==> config.mk <==
export PLATFORM = sky130hd
export DESIGN_NAME = axis_lrelu_frame_tx_flat
export DESIGN_NICKNAME = d
export VERILOG_FILES = /design/src/rtl/axis_lrelu_frame_tx_pkg.sv /design/src/rtl/axis_lrelu_frame_tx_if.sv /design/src/rtl/axis_lrelu_frame_tx_skid_buffer.sv /design/src/rtl/axis_lrelu_frame_tx.sv /design/src/flat_wrapper.sv
export SDC_FILE = /design/constraint.sdc
export NUM_CORES = 1
export LEC_CHECK = 0
export BUFFER_PORTS_ARGS = -buffer_cell sky130_fd_sc_hd__buf_2
export CAP_MARGIN = 20
export CORE_ASPECT_RATIO = 0.75
export CORE_MARGIN = 4
export CORE_UTILIZATION = 49
export CTS_BUF_LIST = sky130_fd_sc_hd__clkbuf_4
export CTS_CLUSTER_DIAMETER = 50
export DETAILED_ROUTE_END_ITERATION = 16
export GPL_TIMING_DRIVEN = 0
export PLACE_DENSITY = 0.79
export REMOVE_ABC_BUFFERS = 1
export SYNTH_ARGS = -nofsm -noshare
export SYNTH_HDL_FRONTEND = slang
export SYNTH_HIERARCHICAL = 1
export SYNTH_SLANG_ARGS = --single-unit
==> constraint.sdc <==
create_clock -name aclk -period 2.4 [get_ports aclk]
set_clock_uncertainty 0.1 [all_clocks]
set_input_delay 0.12 -clock aclk [delete_from_list [all_inputs] [get_ports aclk]]
set_output_delay 0.12 -clock aclk [all_outputs]
set_load 0.02 [all_outputs]
==> src/rtl/axis_lrelu_frame_tx_pkg.sv <==
// Shared widths, tuser field layout and FSM encoding for the LReLU frame transmitter.
package axis_lrelu_frame_tx_pkg;

    localparam int unsigned WORD_WIDTH_ACC       = 8;
    localparam int unsigned COPIES               = 1;
    localparam int unsigned GROUPS               = 1;
    localparam int unsigned MEMBERS              = 2;
    localparam int unsigned UNITS                = 2;
    localparam int unsigned TUSER_WIDTH_LRELU_IN = 4;
    localparam int unsigned I_KW2                = 1;
    localparam int unsigned BITS_KW2             = 2;
    localparam int unsigned TUSER_W              = MEMBERS * TUSER_WIDTH_LRELU_IN;
    localparam int unsigned CNT_W                = 8;

    typedef enum logic [1:0] {
        StCfgHead = 2'd0,
        StCfgBody = 2'd1,
        StData    = 2'd2
    } state_e;

    function automatic int unsigned bus_width(input int unsigned zero);
        return COPIES * GROUPS * MEMBERS * UNITS * (WORD_WIDTH_ACC + zero);
    endfunction

endpackage

==> src/rtl/axis_lrelu_frame_tx_if.sv <==
// AXI-Stream bundle shared by the config, data and engine-facing ports.
interface axis_lrelu_frame_tx_if #(
    parameter int unsigned ZERO = 0
) ();
    import axis_lrelu_frame_tx_pkg::*;

    localparam int unsigned W = bus_width(ZERO);

    logic                tvalid;
    logic                tready;
    logic [W-1:0]        tdata;
    logic [W/8-1:0]      tkeep;
    logic [TUSER_W-1:0]  tuser;
    logic                tlast;
    logic [BITS_KW2-1:0] kw2;

    modport master (output tvalid, tdata, tkeep, tuser, tlast, kw2, input tready);
    modport slave  (input tvalid, tdata, tkeep, tuser, tlast, kw2, output tready);

endinterface

==> src/rtl/axis_lrelu_frame_tx_skid_buffer.sv <==
// Two-entry skid buffer with fully registered outputs; upstream ready is a flop output.
module axis_skid_buffer #(
    parameter int unsigned Width = 8
) (
    input  logic             clk,
    input  logic             rst,
    input  logic             in_valid,
    output logic             in_ready,
    input  logic [Width-1:0] in_data,
    output logic             out_valid,
    input  logic             out_ready,
    output logic [Width-1:0] out_data
);

    logic             run_q;
    logic             out_valid_q;
    logic             skid_valid_q;
    logic [Width-1:0] out_data_q;
    logic [Width-1:0] skid_data_q;
    logic             push;
    logic             load;

    // run_q keeps ready low while in reset and for the cycle it is released.
    assign in_ready  = run_q && !skid_valid_q;
    assign push      = in_valid && in_ready;
    assign load      = !out_valid_q || out_ready;
    assign out_valid = out_valid_q;
    assign out_data  = out_data_q;

    always_ff @(posedge clk or posedge rst) begin
        if (rst) begin
            run_q        <= 1'b0;
            out_valid_q  <= 1'b0;
            skid_valid_q <= 1'b0;
            out_data_q   <= '0;
            skid_data_q  <= '0;
        end else begin
            run_q <= 1'b1;
            if (load) begin
                if (skid_valid_q) begin
                    out_valid_q  <= 1'b1;
                    out_data_q   <= skid_data_q;
                    skid_valid_q <= 1'b0;
                end else begin
                    out_valid_q <= push;
                    if (push) out_data_q <= in_data;
                end
            end else if (push) begin
                skid_valid_q <= 1'b1;
                skid_data_q  <= in_data;
            end
        end
    end

endmodule

==> src/rtl/axis_lrelu_frame_tx.sv <==
// Merges config and conv-output streams into one LReLU-engine AXIS frame:
// a fixed number of config beats (kw2 in tuser) followed by the data beats.
module axis_lrelu_frame_tx
    import axis_lrelu_frame_tx_pkg::*;
#(
    parameter int unsigned ZERO        = 0,
    parameter int unsigned BEATS_1X1   = 2,
    parameter int unsigned BEATS_KXK   = 4,
    parameter int unsigned COUNT_WIDTH = 16
) (
    input  logic                   aclk,
    input  logic                   areset,
    axis_lrelu_frame_tx_if.slave   s_cfg,
    axis_lrelu_frame_tx_if.slave   s_data,
    axis_lrelu_frame_tx_if.master  m_axis,
    output logic [COUNT_WIDTH-1:0] frame_count,
    output logic                   cfg_error,
    output logic [1:0]             state_dbg
);

    localparam int unsigned W  = bus_width(ZERO);
    localparam int unsigned KW = W / 8;
    localparam int unsigned PW = W + KW + TUSER_W + 1;

    // Head and last body beat are not counted, hence the -2.
    localparam logic [CNT_W-1:0] CNT_1X1 = CNT_W'(BEATS_1X1 - 2);
    localparam logic [CNT_W-1:0] CNT_KXK = CNT_W'(BEATS_KXK - 2);

    state_e                  state_q, state_d;
    logic [CNT_W-1:0]        cnt_q, cnt_d;
    logic [BITS_KW2-1:0]     kw2_q, kw2_d;
    logic [COUNT_WIDTH-1:0]  frame_count_q, frame_count_d;
    logic                    cfg_error_q, cfg_error_d;

    logic                    out_ready;
    logic                    in_valid;
    logic                    cfg_ready;
    logic                    data_ready;
    logic                    cfg_hs;
    logic                    data_hs;
    logic [W-1:0]            p_tdata;
    logic [KW-1:0]           p_tkeep;
    logic [TUSER_W-1:0]      p_tuser;
    logic                    p_tlast;
    logic [PW-1:0]           out_payload;

    assign cfg_hs  = s_cfg.tvalid && out_ready;
    assign data_hs = s_data.tvalid && out_ready;

    always_comb begin
        state_d       = state_q;
        cnt_d         = cnt_q;
        kw2_d         = kw2_q;
        frame_count_d = frame_count_q;
        cfg_error_d   = cfg_error_q;
        cfg_ready     = 1'b0;
        data_ready    = 1'b0;
        in_valid      = 1'b0;
        p_tdata       = s_cfg.tdata;
        p_tkeep       = '1;
        p_tuser       = '0;
        p_tlast       = 1'b0;
        unique case (state_q)
            StCfgHead: begin
                cfg_ready                    = out_ready;
                in_valid                     = s_cfg.tvalid;
                p_tuser[I_KW2 +: BITS_KW2]   = s_cfg.kw2;
                if (cfg_hs) begin
                    kw2_d   = s_cfg.kw2;
                    cnt_d   = (s_cfg.kw2 == '0) ? CNT_1X1 : CNT_KXK;
                    state_d = StCfgBody;
                    if (s_cfg.tlast) cfg_error_d = 1'b1;
                end
            end
            StCfgBody: begin
                cfg_ready                    = out_ready;
                in_valid                     = s_cfg.tvalid;
                p_tuser[I_KW2 +: BITS_KW2]   = kw2_q;
                // Frame length is purely count-driven; tlast only feeds the error flag.
                if (cfg_hs) begin
                    if (cnt_q == '0) begin
                        if (!s_cfg.tlast) cfg_error_d = 1'b1;
                        state_d = StData;
                    end else begin
                        cnt_d = cnt_q - CNT_W'(1);
                        if (s_cfg.tlast) cfg_error_d = 1'b1;
                    end
                end
            end
            StData: begin
                data_ready = out_ready;
                in_valid   = s_data.tvalid;
                p_tdata    = s_data.tdata;
                p_tkeep    = s_data.tkeep;
                p_tuser    = s_data.tuser;
                p_tlast    = s_data.tlast;
                if (data_hs && s_data.tlast) begin
                    frame_count_d = frame_count_q + COUNT_WIDTH'(1);
                    state_d       = StCfgHead;
                end
            end
            default: state_d = StCfgHead;
        endcase
    end

    always_ff @(posedge aclk or posedge areset) begin
        if (areset) begin
            state_q       <= StCfgHead;
            cnt_q         <= '0;
            kw2_q         <= '0;
            frame_count_q <= '0;
            cfg_error_q   <= 1'b0;
        end else begin
            state_q       <= state_d;
            cnt_q         <= cnt_d;
            kw2_q         <= kw2_d;
            frame_count_q <= frame_count_d;
            cfg_error_q   <= cfg_error_d;
        end
    end

    axis_skid_buffer #(
        .Width (PW)
    ) u_skid (
        .clk       (aclk),
        .rst       (areset),
        .in_valid  (in_valid),
        .in_ready  (out_ready),
        .in_data   ({p_tdata, p_tkeep, p_tuser, p_tlast}),
        .out_valid (m_axis.tvalid),
        .out_ready (m_axis.tready),
        .out_data  (out_payload)
    );

    assign {m_axis.tdata, m_axis.tkeep, m_axis.tuser, m_axis.tlast} = out_payload;
    assign m_axis.kw2    = '0;
    assign s_cfg.tready  = cfg_ready;
    assign s_data.tready = data_ready;
    assign frame_count   = frame_count_q;
    assign cfg_error     = cfg_error_q;
    assign state_dbg     = state_q;

    logic unused_inputs;
    assign unused_inputs = ^{s_cfg.tkeep, s_cfg.tuser, s_data.kw2};

endmodule
==> src/flat_wrapper.sv <==
// flat-port wrapper written by rule: the top's interface ports become plain ports
module axis_lrelu_frame_tx_flat import axis_lrelu_frame_tx_pkg::*;
#(
    parameter int unsigned ZERO        = 0,
    parameter int unsigned BEATS_1X1   = 2,
    parameter int unsigned BEATS_KXK   = 4,
    parameter int unsigned COUNT_WIDTH = 16
)
  (aclk, areset, frame_count, cfg_error, state_dbg, s_cfg_tvalid, s_cfg_tdata, s_cfg_tkeep, s_cfg_tuser, s_cfg_tlast, s_cfg_kw2, s_cfg_tready, s_data_tvalid, s_data_tdata, s_data_tkeep, s_data_tuser, s_data_tlast, s_data_kw2, s_data_tready, m_axis_tvalid, m_axis_tdata, m_axis_tkeep, m_axis_tuser, m_axis_tlast, m_axis_kw2, m_axis_tready);
  axis_lrelu_frame_tx_if #(.ZERO(ZERO)) s_cfg_i ();
  axis_lrelu_frame_tx_if #(.ZERO(ZERO)) s_data_i ();
  axis_lrelu_frame_tx_if #(.ZERO(ZERO)) m_axis_i ();
  input  logic aclk;
  input  logic areset;
  output logic [COUNT_WIDTH-1:0] frame_count;
  output logic cfg_error;
  output logic [1:0] state_dbg;
  input wire logic [$bits(s_cfg_i.tvalid)-1:0] s_cfg_tvalid;
  input wire logic [$bits(s_cfg_i.tdata)-1:0] s_cfg_tdata;
  input wire logic [$bits(s_cfg_i.tkeep)-1:0] s_cfg_tkeep;
  input wire logic [$bits(s_cfg_i.tuser)-1:0] s_cfg_tuser;
  input wire logic [$bits(s_cfg_i.tlast)-1:0] s_cfg_tlast;
  input wire logic [$bits(s_cfg_i.kw2)-1:0] s_cfg_kw2;
  output wire logic [$bits(s_cfg_i.tready)-1:0] s_cfg_tready;
  input wire logic [$bits(s_data_i.tvalid)-1:0] s_data_tvalid;
  input wire logic [$bits(s_data_i.tdata)-1:0] s_data_tdata;
  input wire logic [$bits(s_data_i.tkeep)-1:0] s_data_tkeep;
  input wire logic [$bits(s_data_i.tuser)-1:0] s_data_tuser;
  input wire logic [$bits(s_data_i.tlast)-1:0] s_data_tlast;
  input wire logic [$bits(s_data_i.kw2)-1:0] s_data_kw2;
  output wire logic [$bits(s_data_i.tready)-1:0] s_data_tready;
  output wire logic [$bits(m_axis_i.tvalid)-1:0] m_axis_tvalid;
  output wire logic [$bits(m_axis_i.tdata)-1:0] m_axis_tdata;
  output wire logic [$bits(m_axis_i.tkeep)-1:0] m_axis_tkeep;
  output wire logic [$bits(m_axis_i.tuser)-1:0] m_axis_tuser;
  output wire logic [$bits(m_axis_i.tlast)-1:0] m_axis_tlast;
  output wire logic [$bits(m_axis_i.kw2)-1:0] m_axis_kw2;
  input wire logic [$bits(m_axis_i.tready)-1:0] m_axis_tready;
  assign s_cfg_i.tvalid = s_cfg_tvalid;
  assign s_cfg_i.tdata = s_cfg_tdata;
  assign s_cfg_i.tkeep = s_cfg_tkeep;
  assign s_cfg_i.tuser = s_cfg_tuser;
  assign s_cfg_i.tlast = s_cfg_tlast;
  assign s_cfg_i.kw2 = s_cfg_kw2;
  assign s_cfg_tready = s_cfg_i.tready;
  assign s_data_i.tvalid = s_data_tvalid;
  assign s_data_i.tdata = s_data_tdata;
  assign s_data_i.tkeep = s_data_tkeep;
  assign s_data_i.tuser = s_data_tuser;
  assign s_data_i.tlast = s_data_tlast;
  assign s_data_i.kw2 = s_data_kw2;
  assign s_data_tready = s_data_i.tready;
  assign m_axis_tvalid = m_axis_i.tvalid;
  assign m_axis_tdata = m_axis_i.tdata;
  assign m_axis_tkeep = m_axis_i.tkeep;
  assign m_axis_tuser = m_axis_i.tuser;
  assign m_axis_tlast = m_axis_i.tlast;
  assign m_axis_kw2 = m_axis_i.kw2;
  assign m_axis_i.tready = m_axis_tready;
  axis_lrelu_frame_tx #(.ZERO(ZERO), .BEATS_1X1(BEATS_1X1), .BEATS_KXK(BEATS_KXK), .COUNT_WIDTH(COUNT_WIDTH)) u_core (.aclk(aclk), .areset(areset), .s_cfg(s_cfg_i), .s_data(s_data_i), .m_axis(m_axis_i), .frame_count(frame_count), .cfg_error(cfg_error), .state_dbg(state_dbg));
endmodule
==> flow_metrics.py, run 1 <==
metrics = {
    "grt": {
        "grt_pass1_wl_mm": 27.0,
        "grt_max_degree": 57,
        "grt_overflow": 0,
        "grt_usage_pct": 24.1,
        "grt_pass1_vias": 5297,
        "grt_antenna_before_repair": 0,
    },
    "timing": {
        "relSlewSlack_pct": 56.9,
        "worst_pin_slew_ps": 646,
        "fin_crit_sh_pct": 94.9,
        "post-route-min-period_ps": 2280,
        "finalSetupTns_ps": 0,
        "fmax_mhz": 439,
        "hold_violations": 0,
        "setup_ws_ps": 123,
        "setup_viol": 0,
        "drv_slew": 0,
    },
    "final_layout": {
        "nets": 867,
        "drive_above_1_share_pct": 46.7,
        "design_area_um2": 8450,
        "antenna_cells": 0,
        "nFillCells": 874,
        "register_area_um2": 3060,
        "multi_input_area_um2": 3050,
        "final_cells": 943,
        "synthToLayoutAreaGrowth_pct": 36.6,
        "layout_commonest_cell": "buf_2",
        "final_cell_mix": "buf_2 (151), dfrtp_1 (119), nand2_1 (110)",
    },
    "die": {
        "dieArea_um2": 14500,
        "fp.coreArea_um2": 12300,
        "initial_utilization_pct": 50.3,
        "rows": 35,
        "boundaryPins": 168,
        "dieHeight_um": 105,
        "die_w_um": 138,
    },
    "worst_setup_path": {
        "crit_chain": "nor2_4 > buf_16 > nand2_1 > o21ai_4 > buf_4 > nand3_4 > mux2_4",
        "r2r_start": "u_core/state_dbg[0]$_DFFE_PP0P_",
        "required_ps": 2690,
        "r2r_slack_ps": 120,
        "end_kind": "flop",
        "slowest_delay_ps": 530,
        "path_max_fanout": 29,
        "setup.worst_path.class": "flop to flop",
        "crit_path_start_kind": "flop",
        "crit_arrival_ps": 2570,
        "slowest_stage": "dfrtp_4",
        "reg2reg_to": "u_core/u_skid/skid_data_q[13]$_DFFE_PP0P_",
        "reg2regPathDepth": 7,
    },
    "route": {
        "dr.pass1.iters": 4,
        "via_per_inst": 5.14,
        "wl_per_cell_um": 18.1,
        "drcViolationCount": 0,
        "drtIter0Drc": 249,
        "drtAntennaViolNets": 0,
        "dr_total_vias": 4849,
        "drt_wl_total_mm": 17.1,
    },
    "logic_synthesis": {
        "synth_enable_flop_cells": 0,
        "synth_seq_cells": 122,
        "synthArstFlopShare_pct": 100,
        "synth_area_leaders": "dfrtp_1 (49%), mux2_2 (18%), mux2_4 (9.7%), nand2_1 (6.7%), xnor2_1 (1.8%)",
        "synth_area_per_cell_um2": 12.1,
        "yosys.area.top_type_share_pct": 49.4,
        "synth-seq-area-share_pct": 49.4,
        "synthFlopType": "dfrtp_1",
        "synth_area_um2": 6190,
        "ys_types": 49,
        "yosys_warnings": 6,
        "synth_cells": 511,
        "yosysTopAreaCell": "dfrtp_1",
    },
    "placement": {
        "place_congestion": 0.808,
        "dp_cells": 808,
        "io_buffer_count": 151,
        "placed_cell_area_um2": 7120,
        "dp_slack_ps": -1070,
        "post-dp-hpwl_mm": 9.35,
    },
    "outcome": {
        "run_status": "complete, no violations",
    },
    "cts": {
        "tritoncts": "built",
        "numCtsBuffers": 17,
        "clockBufferDepth": 2,
        "path_clk_slew_ps": 120,
        "clock_latency_ps": 520,
        "h-tree-depth": 4,
        "clock-sinks": 122,
        "root_buffer": "clkbuf_4",
    },
    "job": {
        "maxCapViolations": 0,
    },
    "worst_hold_path": {
        "hold_path.class": "input port to async pin",
    },
    "power": {
        "fin_total_pwr_mw": 5.78,
        "power_leakage_nw": 4.17,
        "power.density_nw_per_um2": 684,
        "vdd_drop_max_mv": 0.408,
    },
}
-- cells in the mapped netlist (4+ instances only) --
library cell / number
buf_6: 5
nor2_1: 7
xor2_1: 4
nand3_1: 6
xnor2_1: 13
nand2_1: 110
buf_4: 6
dfrtp_1: 122
mux2_4: 40
clkbuf_1: 6
inv_1: 8
and3_1: 8
nand4_1: 4
nand2b_1: 7
buf_2: 7
and2_1: 8
mux2_2: 99
o21ai_0: 7
-- sequential cells by signal, summed over array words and instances (netlist names), 2 cells and up --
name,cells
u_core/state_dbg,2
u_core/u_skid/out_data,45
u_core/frame_count,16
u_core/cnt_q,8
u_core/kw2_q,2
u_core/u_skid/skid_data_q,45
-- per-layer routing --
layer / GRT usage [%] / wire, µm / part of all wire (%) / vias up
li1: - / - / - / 2286
met4: 7.48 / 292 / 1.7 / 0
met5: 0 / 0 / 0 / -
met1: 29.9 / 7100 / 42 / 2386
met3: 5.06 / 903 / 5.3 / 22
met2: 41.9 / 8760 / 51 / 155
-- how the worst max path moves through the flow --
stage                                                 startpoint                                   endpoint  cells past startpoint
final                            u_core/state_dbg[0]$_DFFE_PP0P_  u_core/u_skid/skid_data_q[13]$_DFFE_PP0P_                      7
after global routing                 u_core/cnt_q[0]$_DFFE_PP0P_               u_core/cfg_error$_DFFE_PP0P_                      7
after CTS                 u_core/u_skid/skid_valid_q$_DFFE_PP0P_                u_core/cnt_q[5]$_DFFE_PP0P_                      6
after detailed placement         u_core/state_dbg[1]$_DFFE_PP0P_  u_core/u_skid/skid_data_q[11]$_DFFE_PP0P_                      7
after global placement           u_core/state_dbg[0]$_DFFE_PP0P_     u_core/u_skid/out_data[30]$_DFFE_PP0P_                      6
after floorplan                  u_core/state_dbg[1]$_DFFE_PP0P_      u_core/u_skid/out_data[0]$_DFFE_PP0P_                      7
-- area by class of cell --
cell class                      instances  share of cell area [%]
Timing Repair Buffer                  255                    21.8
Clock buffer                           21                    1.87
Inverter                                8                   0.385
Clock inverter                         10                    1.21
Sequential cell                       122                    36.2
Multi-Input combinational cell        361                    36.1
Tap cell                              166                    2.46
-- stage by stage --
stage | hold slack (ps) | util, %
3_5_place_dp | 115 | 57.9
3_3_place_gp | 292 | 56.8
5_1_grt | 92.4 | 68.7
6_report | 94.7 | 68.7
4_1_cts | 73.8 | 68.2
2_1_floorplan | 98.1 | -
-- kinds of logic (layout without fill, tap and decap cells) --
group / count (synthesis) / after routing / synth area share (%)
AO/OA/AOI/OAI: 21 / 21 / 2.47
XOR/XNOR: 17 / 17 / 2.41
adder cells (fa/ha/maj): 3 / 3 / 0.607
buffers and inverters: 34 / 294 / 3.18
flip-flops: 122 / 122 / 49.4
multiplexers: 142 / 142 / 28.2
other: 2 / 3 / 0.121
AND/OR/NAND/NOR: 170 / 175 / 13.6
-- worst max-delay path, delay by kind of cell, from the launching register on --
kind,cells,cell delay (ps)
simple gates,3,590
flops,1,530
mux,1,410
buf+inv,2,400
compound gates,1,110
-- power breakdown --
part / switching [mW] / leakage, nW / internal, mW
clock network: 0.756 / 0.144 / 0.645
logic: 0.750 / 2.54 / 0.867
registers: 0.272 / 1.49 / 2.49
total: 1.78 / 4.17 / 4.00
-- timing repair --
action                                  CTS  global route
setup buffers                             9             5
endpoints found under the setup margin  111            45
gates cloned                              5             0
hold buffers                             85             0
gates resized for setup                  13             3
pin swaps                                 5             1
hold endpoints to repair                228             0
(Power assumes the default switching activity.)
==> run 2, diff against run 1 <==
--- a/config.mk
+++ b/config.mk
@@ -5,7 +5,7 @@
 export SDC_FILE = /design/constraint.sdc
 export NUM_CORES = 1
 export LEC_CHECK = 0
-export BUFFER_PORTS_ARGS = -buffer_cell sky130_fd_sc_hd__buf_2
+export BUFFER_PORTS_ARGS = -buffer_cell sky130_fd_sc_hd__buf_4
 export CAP_MARGIN = 20
 export CORE_ASPECT_RATIO = 0.75
 export CORE_MARGIN = 4
@@ -13,7 +13,6 @@
 export CTS_BUF_LIST = sky130_fd_sc_hd__clkbuf_4
 export CTS_CLUSTER_DIAMETER = 50
 export DETAILED_ROUTE_END_ITERATION = 16
-export GPL_TIMING_DRIVEN = 0
 export PLACE_DENSITY = 0.79
 export REMOVE_ABC_BUFFERS = 1
 export SYNTH_ARGS = -nofsm -noshare
==> run 2 against run 1 <==
Net effect:
- clock power increased by 24%
- via count decreased by 1.6%
- non-clock buffer count down 5
- register-to-register slack worse by 40 ps
- routed wire length down 8.4%
- largest cell class unchanged
- critical endpoint is now u_core/u_skid/out_data[41]$_DFFE_PP0P_
- core utilization increased by 2.4 points
- largest power group unchanged
==> flow_metrics.py, run 2 (synthesis results as in run 1) <==
metrics = {
    "route": {
        "top_layer_used": "met4",
        "dr.pass1.iters": 4,
        "met1_length_mm": 6.44,
        "drtAntennaViolNets": 0,
        "via_per_inst": 5.11,
        "drt_wl_total_mm": 15.6,
        "drtIter0Drc": 262,
        "drcViolationCount": 0,
        "wl_per_cell_um": 16.7,
        "met3WireLength_um": 766,
        "dr_total_vias": 4773,
        "met2_length_mm": 8.07,
    },
    "timing": {
        "relSlewSlack_pct": 55.0,
        "rsz0062_at_grt": "no",
        "fmax_mhz": 431,
        "hold_violations": 0,
        "setup_ws_ps": 80.1,
        "finalSetupTns_ps": 0,
        "setup_viol": 0,
        "worst_hold_slack_ps": 102,
        "fin_crit_sh_pct": 96.7,
        "post-route-min-period_ps": 2320,
        "drv_slew": 0,
        "worst_pin_slew_ps": 676,
    },
    "grt": {
        "grt_antenna_before_repair": 0,
        "grt_pass1_vias": 5130,
        "grt_usage_pct": 22.3,
        "grt_max_degree": 54,
        "grt_pass1_wl_mm": 25.7,
        "grt_overflow": 0,
    },
    "worst_setup_path": {
        "r2r_start": "u_core/state_dbg[0]$_DFFE_PP0P_",
        "setup.worst_path.class": "flop to flop",
        "critical_path.startpoint": "u_core/state_dbg[0]$_DFFE_PP0P_",
        "path_max_fanout": 24,
        "crit_arrival_ps": 2600,
        "end_kind": "flop",
        "crit_path_start_kind": "flop",
        "required_ps": 2680,
    },
    "die": {
        "fp.coreArea_um2": 12300,
        "boundaryPins": 168,
        "rows": 35,
        "initial_utilization_pct": 50.3,
        "dieHeight_um": 105,
        "dieArea_um2": 14500,
        "die_w_um": 138,
    },
    "placement": {
        "dp_cells": 816,
        "io_buffer_count": 151,
        "place_congestion": 0.782,
        "post-dp-hpwl_mm": 9.72,
        "placed_cell_area_um2": 7520,
        "dp_slack_ps": 166,
    },
    "job": {
        "maxCapViolations": 0,
    },
    "power": {
        "power_leakage_nw": 4.26,
        "vdd_drop_max_mv": 0.455,
        "power.density_nw_per_um2": 705,
        "fin_total_pwr_mw": 6.17,
    },
    "final_layout": {
        "nets": 857,
        "final_cells": 934,
        "synthToLayoutAreaGrowth_pct": 41.3,
        "final_cell_mix": "buf_4 (159), dfrtp_1 (119), nand2_1 (110)",
        "antenna_cells": 0,
        "layout_commonest_cell": "buf_4",
        "drive_above_1_share_pct": 45.7,
        "design_area_um2": 8740,
        "post-route-util_pct": 71.1,
    },
    "worst_hold_path": {
        "hold_path.class": "input port to async pin",
    },
    "cts": {
        "root_buffer": "clkbuf_4",
        "tritoncts": "built",
        "clockBufferDepth": 2,
        "h-tree-depth": 4,
        "clock_latency_ps": 500,
        "numCtsBuffers": 17,
        "path_clk_slew_ps": 120,
        "clock-sinks": 122,
    },
    "outcome": {
        "run_status": "complete, no violations",
    },
}
[run 2: cell count changes in the layout (fill, tap and decap cells not counted), moves of 2 or more]
| cell | before | now |
|---|---|---|
| buf_12 | 2 | 4 |
| nand3_4 | 4 | 1 |
| buf_4 | 13 | 159 |
| buf_16 | 3 | 0 |
| dfrtp_2 | 1 | 3 |
| buf_2 | 151 | 0 |
| bufinv_16 | 2 | 5 |
| clkinv_4 | 0 | 3 |
| dfrtp_4 | 2 | 0 |
| clkinvlp_4 | 2 | 4 |
| clkinv_2 | 4 | 1 |
| clkbuf_4 | 21 | 17 |
[run 2: final timing paths]
check / endpoint / slack [ps] / cells after the start
worst max-delay path: u_core/u_skid/out_data[41]$_DFFE_PP0P_ / 80 / 7
worst min-delay path: u_core/u_skid/out_data[28]$_DFFE_PP0P_ / 100 / 3
min in group aclk: u_core/kw2_q[0]$_DFFE_PP0P_ / 320 / 3
worst max register to register: u_core/u_skid/out_data[41]$_DFFE_PP0P_ / 80 / 7
max in group asynchronous: u_core/u_skid/out_data[14]$_DFFE_PP0P_ / 1390 / 4
worst min register to register: u_core/frame_count[15]$_DFFE_PP0P_ / 380 / 1
[run 2: power breakdown]
group          switching [mW]  leakage [nW]  internal [mW]
clock network           0.810         0.172          0.933
registers               0.283          1.49           2.48
logic                   0.704          2.60          0.958
[run 2: area by class of cell]
| type | count | area, µm² |
|---|---|---|
| clock buffers | 17 | 128 |
| clock inverters | 15 | 224 |
| fillers | 824 | 3560 |
| inverters | 8 | 32.5 |
| multi-input cells | 356 | 2950 |
| flip-flops and latches | 122 | 3060 |
| well taps | 166 | 208 |
| repair buffers | 250 | 2150 |
[run 2: layer usage]
layer / vias up / GRT usage [%]
met3: 32 / 4.77
li1: 2251 / -
met1: 2367 / 27.0
met5: - / 0
met2: 123 / 38.7
met4: 0 / 8.39
[run 2: critical path, stage by stage (launching register included)]
cell	delay (ps)
dfrtp_2	450
nand2b_1	180
buf_6	200
nand2_1	110
nand2_1	60
dlygate4sd3_1	570
mux2_2	260
mux2_2	260
[run 2: timing repair]
item | in CTS | in global routing
hold buffers | 85 | 0
setup buffers | 0 | 1
endpoints found under the hold margin | 177 | 0
resized for setup | 0 | 4
setup endpoints to repair | 0 | 20
